`src/rtl/axi_vid_pkg.sv`:
```
// Shared definitions for the video AXI4 read path.
// Contents: FSM state encoding, fixed AXI attribute codes, and a constant
// clog2 helper used to size ARSIZE and the beat counter.
package axi_vid_pkg;

    typedef enum logic [1:0] {
        ST_IDLE = 2'd0,
        ST_ADDR = 2'd1,
        ST_DATA = 2'd2,
        ST_WAIT = 2'd3
    } rd_state_e;

    localparam logic [1:0] BURST_INCR = 2'b01;
    localparam logic [3:0] CACHE_BUF  = 4'b0011;
    localparam logic [2:0] PROT_DATA  = 3'b000;
    localparam logic [1:0] RESP_OKAY  = 2'b00;

    // Ceiling log2 for elaboration-time sizing.
    function automatic int unsigned clog2(input int unsigned v);
        int unsigned r;
        r = 0;
        for (int unsigned p = 1; p < v; p = p << 1) begin
            r++;
        end
        return r;
    endfunction

endpackage

```
`src/rtl/axi4_frame_reader_if.sv`:
```
// AXI4 read-only bus (AR and R channels) between the frame reader and DDR.
// Parameters: AW address width, DW data width.
// Modports: master (frame reader side), slave (memory / interconnect side).
interface axi4_frame_reader_if #(
    parameter int unsigned AW = 32,
    parameter int unsigned DW = 64
);
    logic [AW-1:0] ARADDR;
    logic          ARVALID;
    logic          ARREADY;
    logic [7:0]    ARLEN;
    logic [2:0]    ARSIZE;
    logic [1:0]    ARBURST;
    logic [3:0]    ARCACHE;
    logic [2:0]    ARPROT;
    logic [DW-1:0] RDATA;
    logic          RVALID;
    logic          RLAST;
    logic [1:0]    RRESP;
    logic          RREADY;

    modport master (
        output ARADDR, ARVALID, ARLEN, ARSIZE, ARBURST, ARCACHE, ARPROT, RREADY,
        input  ARREADY, RDATA, RVALID, RLAST, RRESP
    );

    modport slave (
        input  ARADDR, ARVALID, ARLEN, ARSIZE, ARBURST, ARCACHE, ARPROT, RREADY,
        output ARREADY, RDATA, RVALID, RLAST, RRESP
    );
endinterface

```
`src/rtl/axi4_frame_reader.sv`:
```
// AXI4 read master that fetches one frame from DDR as fixed-length INCR bursts
// and streams the beats to the display-side FIFO, throttled by i_prog_full.
// Ports:
//   clk_100Mhz, rst      clock, synchronous active-high reset
//   frame_start          pulse: read one frame from FRAME_BASE_ADDR (IDLE only)
//   FRAME_BASE_ADDR      4 KB aligned frame base
//   axi                  AXI4 read master (AR + R channels)
//   o_data, o_valid      registered beat stream, no backpressure
//   i_prog_full          downstream FIFO cannot take another full burst
//   frame_busy           frame in progress
//   state                FSM state (debug)
//   ADDR_OFFSET          byte offset of the next burst inside the frame
//   rd_err               sticky read error flag
// Optional feature macro: RD_RESP_CHECK_EN enables RRESP / burst-length checking
// on rd_err; without it rd_err is constant 0 and RRESP is ignored.
module axi4_frame_reader
    import axi_vid_pkg::*;
#(
    parameter int unsigned AXI_ADDR_WIDTH = 32,
    parameter int unsigned AXI_DATA_WIDTH = 64,
    parameter int unsigned BURST_LEN      = 16,
    parameter int unsigned FRAME_BYTES    = 614400
) (
    input  logic                      clk_100Mhz,
    input  logic                      rst,
    input  logic                      frame_start,
    input  logic [AXI_ADDR_WIDTH-1:0] FRAME_BASE_ADDR,
    axi4_frame_reader_if.master       axi,
    output logic [AXI_DATA_WIDTH-1:0] o_data,
    output logic                      o_valid,
    input  logic                      i_prog_full,
    output logic                      frame_busy,
    output logic [1:0]                state,
    output logic [AXI_ADDR_WIDTH-1:0] ADDR_OFFSET,
    output logic                      rd_err
);

    localparam int unsigned AW          = AXI_ADDR_WIDTH;
    localparam int unsigned DW          = AXI_DATA_WIDTH;
    localparam int unsigned BB          = DW / 8;
    localparam int unsigned BURST_BYTES = BURST_LEN * BB;
    localparam int unsigned BCNT_W      = clog2(BURST_LEN) + 1;
    localparam int unsigned PAGE_W      = 12;

    rd_state_e          state_q, state_d;
    logic [AW-PAGE_W-1:0] base_q, base_d;
    logic [AW-1:0]      offset_q, offset_d;
    logic [AW-1:0]      araddr_q, araddr_d;
    logic               arvalid_q, arvalid_d;
    logic               rready_q, rready_d;
    logic [DW-1:0]      data_q, data_d;
    logic               valid_q, valid_d;
    logic               busy_q, busy_d;
    logic [BCNT_W-1:0]  bcnt_q, bcnt_d;
    logic               err_q, err_d;

    logic               beat_c;
    logic               last_c;
    logic [AW-1:0]      next_off_c;
    logic [AW-1:0]      page_base_c;

    assign beat_c      = axi.RVALID && rready_q;
    assign last_c      = beat_c && axi.RLAST;
    assign next_off_c  = offset_q + AW'(BURST_BYTES);
    // Base is page aligned, so the low 12 address bits come from the offset alone.
    assign page_base_c = {base_q, {PAGE_W{1'b0}}};

    // Next-state, address/offset and beat counter logic.
    always_comb begin
        state_d   = state_q;
        base_d    = base_q;
        offset_d  = offset_q;
        araddr_d  = araddr_q;
        arvalid_d = arvalid_q;
        rready_d  = rready_q;
        data_d    = data_q;
        valid_d   = 1'b0;
        busy_d    = busy_q;
        bcnt_d    = bcnt_q;
        case (state_q)
            ST_IDLE: begin
                if (frame_start) begin
                    base_d   = FRAME_BASE_ADDR[AW-1:PAGE_W];
                    offset_d = '0;
                    busy_d   = 1'b1;
                    state_d  = ST_WAIT;
                end
            end
            ST_WAIT: begin
                if (!i_prog_full) begin
                    araddr_d  = page_base_c + offset_q;
                    arvalid_d = 1'b1;
                    state_d   = ST_ADDR;
                end
            end
            ST_ADDR: begin
                if (axi.ARREADY) begin
                    arvalid_d = 1'b0;
                    rready_d  = 1'b1;
                    bcnt_d    = '0;
                    state_d   = ST_DATA;
                end
            end
            ST_DATA: begin
                if (beat_c) begin
                    data_d  = axi.RDATA;
                    valid_d = 1'b1;
                    bcnt_d  = bcnt_q + BCNT_W'(1);
                end
                if (last_c) begin
                    rready_d = 1'b0;
                    if (next_off_c == AW'(FRAME_BYTES)) begin
                        offset_d = '0;
                        busy_d   = 1'b0;
                        state_d  = ST_IDLE;
                    end else begin
                        offset_d = next_off_c;
                        // Skip WAIT when the FIFO already has room for the next burst.
                        if (!i_prog_full) begin
                            araddr_d  = page_base_c + next_off_c;
                            arvalid_d = 1'b1;
                            state_d   = ST_ADDR;
                        end else begin
                            state_d = ST_WAIT;
                        end
                    end
                end
            end
            default: state_d = ST_IDLE;
        endcase
    end

    // Sticky read error detection.
    always_comb begin
`ifdef RD_RESP_CHECK_EN
        err_d = err_q;
        if (beat_c) begin
            if (axi.RRESP != RESP_OKAY) begin
                err_d = 1'b1;
            end
            if (axi.RLAST && ((bcnt_q + BCNT_W'(1)) != BCNT_W'(BURST_LEN))) begin
                err_d = 1'b1;
            end
        end
`else
        err_d = 1'b0;
`endif
    end

    // State and output registers.
    always_ff @(posedge clk_100Mhz) begin
        if (rst) begin
            state_q   <= ST_IDLE;
            base_q    <= '0;
            offset_q  <= '0;
            araddr_q  <= '0;
            arvalid_q <= 1'b0;
            rready_q  <= 1'b0;
            data_q    <= '0;
            valid_q   <= 1'b0;
            busy_q    <= 1'b0;
            bcnt_q    <= '0;
            err_q     <= 1'b0;
        end else begin
            state_q   <= state_d;
            base_q    <= base_d;
            offset_q  <= offset_d;
            araddr_q  <= araddr_d;
            arvalid_q <= arvalid_d;
            rready_q  <= rready_d;
            data_q    <= data_d;
            valid_q   <= valid_d;
            busy_q    <= busy_d;
            bcnt_q    <= bcnt_d;
            err_q     <= err_d;
        end
    end

    assign axi.ARADDR  = araddr_q;
    assign axi.ARVALID = arvalid_q;
    assign axi.ARLEN   = 8'(BURST_LEN - 1);
    assign axi.ARSIZE  = 3'(clog2(BB));
    assign axi.ARBURST = BURST_INCR;
    assign axi.ARCACHE = CACHE_BUF;
    assign axi.ARPROT  = PROT_DATA;
    assign axi.RREADY  = rready_q;

    assign o_data      = data_q;
    assign o_valid     = valid_q;
    assign frame_busy  = busy_q;
    assign state       = state_q;
    assign ADDR_OFFSET = offset_q;
    assign rd_err      = err_q;

    // Bits intentionally not consumed (page offset of base, RRESP when unchecked).
    logic unused_sink;
    assign unused_sink = ^{FRAME_BASE_ADDR[PAGE_W-1:0], axi.RRESP};

endmodule

```
`src/flat_wrapper.sv`:
```
// flat-port wrapper written by rule: the top's interface ports become plain ports
module axi4_frame_reader_flat import axi_vid_pkg::*;
#(
    parameter int unsigned AXI_ADDR_WIDTH = 32,
    parameter int unsigned AXI_DATA_WIDTH = 64,
    parameter int unsigned BURST_LEN      = 16,
    parameter int unsigned FRAME_BYTES    = 614400
)
  (clk_100Mhz, rst, frame_start, FRAME_BASE_ADDR, o_data, o_valid, i_prog_full, frame_busy, state, ADDR_OFFSET, rd_err, axi_ARADDR, axi_ARVALID, axi_ARLEN, axi_ARSIZE, axi_ARBURST, axi_ARCACHE, axi_ARPROT, axi_RREADY, axi_ARREADY, axi_RDATA, axi_RVALID, axi_RLAST, axi_RRESP);
  axi4_frame_reader_if #(.AW((32)), .DW((64))) axi_i ();
  input  logic clk_100Mhz;
  input  logic rst;
  input  logic frame_start;
  input  logic [AXI_ADDR_WIDTH-1:0] FRAME_BASE_ADDR;
  output logic [AXI_DATA_WIDTH-1:0] o_data;
  output logic o_valid;
  input  logic i_prog_full;
  output logic frame_busy;
  output logic [1:0] state;
  output logic [AXI_ADDR_WIDTH-1:0] ADDR_OFFSET;
  output logic rd_err;
  output wire logic [$bits(axi_i.ARADDR)-1:0] axi_ARADDR;
  output wire logic [$bits(axi_i.ARVALID)-1:0] axi_ARVALID;
  output wire logic [$bits(axi_i.ARLEN)-1:0] axi_ARLEN;
  output wire logic [$bits(axi_i.ARSIZE)-1:0] axi_ARSIZE;
  output wire logic [$bits(axi_i.ARBURST)-1:0] axi_ARBURST;
  output wire logic [$bits(axi_i.ARCACHE)-1:0] axi_ARCACHE;
  output wire logic [$bits(axi_i.ARPROT)-1:0] axi_ARPROT;
  output wire logic [$bits(axi_i.RREADY)-1:0] axi_RREADY;
  input wire logic [$bits(axi_i.ARREADY)-1:0] axi_ARREADY;
  input wire logic [$bits(axi_i.RDATA)-1:0] axi_RDATA;
  input wire logic [$bits(axi_i.RVALID)-1:0] axi_RVALID;
  input wire logic [$bits(axi_i.RLAST)-1:0] axi_RLAST;
  input wire logic [$bits(axi_i.RRESP)-1:0] axi_RRESP;
  assign axi_ARADDR = axi_i.ARADDR;
  assign axi_ARVALID = axi_i.ARVALID;
  assign axi_ARLEN = axi_i.ARLEN;
  assign axi_ARSIZE = axi_i.ARSIZE;
  assign axi_ARBURST = axi_i.ARBURST;
  assign axi_ARCACHE = axi_i.ARCACHE;
  assign axi_ARPROT = axi_i.ARPROT;
  assign axi_RREADY = axi_i.RREADY;
  assign axi_i.ARREADY = axi_ARREADY;
  assign axi_i.RDATA = axi_RDATA;
  assign axi_i.RVALID = axi_RVALID;
  assign axi_i.RLAST = axi_RLAST;
  assign axi_i.RRESP = axi_RRESP;
  axi4_frame_reader #(.AXI_ADDR_WIDTH(AXI_ADDR_WIDTH), .AXI_DATA_WIDTH(AXI_DATA_WIDTH), .BURST_LEN(BURST_LEN), .FRAME_BYTES(FRAME_BYTES)) u_core (.clk_100Mhz(clk_100Mhz), .rst(rst), .frame_start(frame_start), .FRAME_BASE_ADDR(FRAME_BASE_ADDR), .axi(axi_i), .o_data(o_data), .o_valid(o_valid), .i_prog_full(i_prog_full), .frame_busy(frame_busy), .state(state), .ADDR_OFFSET(ADDR_OFFSET), .rd_err(rd_err));
endmodule
```
`config.mk`:
```
export PLATFORM = sky130hd
export DESIGN_NAME = axi4_frame_reader_flat
export DESIGN_NICKNAME = d
export VERILOG_FILES = /design/src/rtl/axi_vid_pkg.sv /design/src/rtl/axi4_frame_reader_if.sv /design/src/rtl/axi4_frame_reader.sv /design/src/flat_wrapper.sv
export SDC_FILE = /design/constraint.sdc
export NUM_CORES = 1
export LEC_CHECK = 0
export ABC_CLOCK_PERIOD_IN_PS = 5500
export CAP_MARGIN = 20
export CORE_UTILIZATION = 49
export DETAILED_ROUTE_END_ITERATION = 7
export PLACE_DENSITY = 0.86
export SYNTH_ARGS = -nofsm -noshare
export SYNTH_HDL_FRONTEND = slang
export SYNTH_SLANG_ARGS = --single-unit
```
`constraint.sdc`:
```
create_clock -name clk_100Mhz -period 5.5 [get_ports clk_100Mhz]
set_input_delay 0.55 -clock clk_100Mhz [delete_from_list [all_inputs] [get_ports clk_100Mhz]]
set_output_delay 0.55 -clock clk_100Mhz [all_outputs]
set_load 0.005 [all_outputs]
```
==> flow_results.xml <==
<?xml version="1.0" encoding="UTF-8"?>
<metrics>
  <group name="outcome">
    <metric name="status" unit="">completed</metric>
  </group>
  <group name="timing">
    <metric name="worst_clock_skew" unit="ps">8.51</metric>
    <metric name="final.setup.worst_slack" unit="ps">1140</metric>
    <metric name="drv_slew" unit="">0</metric>
    <metric name="max_freq" unit="MHz">229</metric>
    <metric name="finalSetupTns" unit="ps">0</metric>
    <metric name="setup_violations" unit="">0</metric>
    <metric name="worst_pin_slew" unit="ps">901</metric>
    <metric name="max-slew-margin-rel" unit="%">39.4</metric>
    <metric name="post-route-min-period" unit="ps">4360</metric>
    <metric name="report.final.hold_viol_count" unit="">0</metric>
    <metric name="grt_setup_unrepaired" unit="">false</metric>
    <metric name="timing.final.crit_share" unit="%">79.2</metric>
  </group>
  <group name="synth">
    <metric name="synth-edff-count" unit="">0</metric>
    <metric name="post_synth_top_area_share" unit="%">37.3</metric>
    <metric name="post-synth-top-count-cell" unit="">nand2_1</metric>
    <metric name="yosysUniqueCellTypes" unit="">69</metric>
    <metric name="synth.cell_area" unit="mm^2">0.00750</metric>
    <metric name="synth-async-reset-ratio" unit="%">0</metric>
    <metric name="synth-warning-count" unit="">0</metric>
    <metric name="yosys-top-cells-count" unit="">212 x nand2_1, 140 x dfxtp_1, 133 x a21oi_1, 64 x nor2_1, 49 x clkbuf_1</metric>
    <metric name="netlist.top_cell.by_area" unit="">dfxtp_1</metric>
    <metric name="yosysSeqAreaShare" unit="%">37.3</metric>
    <metric name="synth_top_cells_by_area" unit="">dfxtp_1 37%, nand2_1 11%, a21oi_1 8.9%</metric>
    <metric name="syn_inst" unit="">969</metric>
    <metric name="ys_ff_latch" unit="">140</metric>
    <metric name="syn_area_per_cell" unit="um^2">7.74</metric>
    <metric name="flip_flop_cell_with_the_highest_count_after_synthesis" unit="">dfxtp_1</metric>
  </group>
  <group name="placement">
    <metric name="placement.setup.worst_slack" unit="ps">1220</metric>
    <metric name="place_hpwl" unit="um">14700</metric>
    <metric name="numPortBuffers" unit="">210</metric>
    <metric name="dpl_cell_area" unit="mm^2">0.00945</metric>
    <metric name="placer_congestion" unit="">0.895</metric>
  </group>
  <group name="detailed_routing">
    <metric name="detail_route.drc_violations" unit="">0</metric>
    <metric name="vias_per_inst" unit="">5.49</metric>
    <metric name="dr.first_iter.drc_count" unit="">565</metric>
    <metric name="routed-via-count" unit="">7324</metric>
    <metric name="drt_pass1_iterations" unit="">5</metric>
    <metric name="final_antenna_net_count" unit="">0</metric>
    <metric name="postRouteWirelength" unit="um">21100</metric>
    <metric name="wire_per_inst" unit="um">15.8</metric>
  </group>
  <group name="floorplanning">
    <metric name="fp.dieW" unit="um">126</metric>
    <metric name="top_level_ports" unit="">260</metric>
    <metric name="die-area" unit="mm^2">0.0158</metric>
    <metric name="die_y" unit="um">126</metric>
    <metric name="initial_utilization" unit="%">50.9</metric>
    <metric name="rows" unit="">44</metric>
    <metric name="placeable_core_area" unit="mm^2">0.0148</metric>
  </group>
  <group name="setup_path">
    <metric name="critPathLaunchType" unit="">flop</metric>
    <metric name="critical-path-max-stage-delay" unit="ps">560</metric>
    <metric name="worst_ep_arrival_time" unit="ps">4670</metric>
    <metric name="worstSetupPathType" unit="">flop to flop</metric>
    <metric name="critical_path.slowest_cell" unit="">nor4_2</metric>
    <metric name="critPathCaptureType" unit="">flop</metric>
    <metric name="worst_ep_required_time" unit="ps">5810</metric>
    <metric name="crit_fanout" unit="">11</metric>
    <metric name="cells_traversed_along_the_worst_timing_path" unit="">ha_1, inv_1, nor4_2, nand3_1, xnor2_1, ha_1, a2111o_1, o21ai_0, a31oi_1, o211ai_1, a31oi_1, o21a_1, o41ai_1</metric>
  </group>
  <group name="clock_tree">
    <metric name="cts_root_buf" unit="">clkbuf_16</metric>
    <metric name="post_cts_buffers" unit="">0</metric>
    <metric name="cts.repair.resized" unit="">0</metric>
    <metric name="clockBufferDepth" unit="">2</metric>
    <metric name="worst_setup_hold_path_clk_slew" unit="ps">60</metric>
    <metric name="tritoncts_num_sinks" unit="">140</metric>
    <metric name="ctsHoldBuffers" unit="">0</metric>
    <metric name="cts_tree" unit="">built</metric>
    <metric name="clk-insertion-delay-late" unit="ps">410</metric>
    <metric name="cts_made_buffers" unit="">17</metric>
    <metric name="htree_levels" unit="">4</metric>
  </group>
  <group name="min_path">
    <metric name="min-delay-path-class" unit="">flop to flop</metric>
  </group>
  <group name="global_routing">
    <metric name="grt_resource_usage_total" unit="%">26.8</metric>
    <metric name="grt_overflow" unit="">0</metric>
    <metric name="maximum_number_of_pins_on_one_net_before_global_route_repair" unit="">71</metric>
    <metric name="via_count_of_the_first_global_routing_pass" unit="">6706</metric>
    <metric name="grt_pass1_wl" unit="um">33900</metric>
    <metric name="grt_antenna_before_repair" unit="">0</metric>
  </group>
  <group name="layout">
    <metric name="postLayoutCellArea" unit="mm^2">0.0101</metric>
    <metric name="fin_nets" unit="">1264</metric>
    <metric name="area_growth_syn_to_layout" unit="%">34.1</metric>
    <metric name="n_antenna_cell" unit="">0</metric>
    <metric name="post_route_cells_drive_above_1_share" unit="%">5.57</metric>
    <metric name="final_core_utilization" unit="%">68.2</metric>
  </group>
  <group name="power">
    <metric name="pwrdens" unit="mW/mm^2">252</metric>
    <metric name="standby_leakage_power" unit="nW">3.79</metric>
    <metric name="vdd_drop_max" unit="mV">0.239</metric>
    <metric name="post_layout_power" unit="mW">2.53</metric>
  </group>
  <group name="job">
    <metric name="max_cap_violations" unit="">0</metric>
  </group>
</metrics>
## state kept, by name (all words and copies together) (netlist names)
register,flops
u_core.ADDR_OFFSET,25
u_core.axi.ARADDR,25
u_core.axi.ARVALID,1
u_core.axi.RREADY,1
u_core.base_q,20
u_core.frame_busy,1
u_core.o_data,64
u_core.o_valid,1
u_core.state,2
## power by group
group	leakage (nW)	switching [mW]	total (mW)	internal, mW
combinational	2.37	0.147	0.289	0.141
clock	0.291	0.452	1.18	0.729
sequential	1.13	0.0232	1.06	1.04
## critical path, delay by kind of cell (launching register included)
kind | cells | cell delay, ps
compound gates | 7 | 1830
fa+ha+maj | 2 | 810
xor+xnor | 1 | 230
flops | 1 | 460
buf+inv | 1 | 190
simple gates | 2 | 720
## final timing paths
check                   startpoint                     to  slack, ps  cells after the start
min              u_core.o_data[35]      u_core.o_data[35]        450                      2
max reg2reg  u_core.ADDR_OFFSET[8]  u_core.axi.ARADDR[30]       1140                     13
max          u_core.ADDR_OFFSET[8]  u_core.axi.ARADDR[30]       1140                     13
min reg2reg      u_core.o_data[35]      u_core.o_data[35]        450                      2
## cells in the final DEF, fill, tap and decap left out, types with 5 or more instances in the layout
cell and n:
nand2_1 212, clkdlybuf4s50_1 209, dfxtp_1 140, a21oi_1 133
nor2_1 64, conb_1 35, o21ai_0 31, xnor2_1 31
nor3_1 22, mux2i_1 21, nand3_1 21, ha_1 21
clkbuf_16 17, inv_1 16, xor2_1 12, a21o_1 11
nand4_1 11, or3_1 9, buf_4 9, a31oi_1 8
nand2b_1 6, or2_2 5, and3_1 5
## through the flow
| step | instances | hold slack [ps] |
|---|---|---|
| 2_1_floorplan | 1002 | 441 |
| 3_3_place_gp | 1301 | 441 |
| 3_5_place_dp | 1301 | 444 |
| 4_1_cts | 1333 | 452 |
| 5_1_grt | 1334 | 459 |
| 6_report | 1334 | 452 |
## cell families (layout without fill, tap and decap cells)
family                     after synthesis  count (layout)  share of synthesized area [%]
buffers and inverters                  119             267                           8.50
and+or+nand+nor                        396             396                           24.6
AOI/OAI and AO/OA                      226             226                           17.9
adders and majority gates               22              22                           3.77
xor gates and xnor gates                43              43                           5.02
DFF                                    140             140                           37.3
other                                    2              35                          0.100
muxes                                   21              21                           2.80
## final cells by class
cell class / instances / area [um^2]
sequential: 140 / 2800
clock inverter: 13 / 163
multi-input combinational: 743 / 4200
fill: 1224 / 4690
clock buffer: 19 / 443
tap: 184 / 230
inverter: 16 / 60.1
timing repair buffer: 219 / 2170
## per-layer routing
layer / GRT usage [%] / vias up / routed length, um
met5: 0 / - / 0
met4: 9.36 / 0 / 505
met2: 44.3 / 329 / 10100
li1: - / 3594 / -
met1: 34.2 / 3362 / 9130
met3: 6.16 / 39 / 1390
No activity file was read; power rests on OpenSTA's default activity.
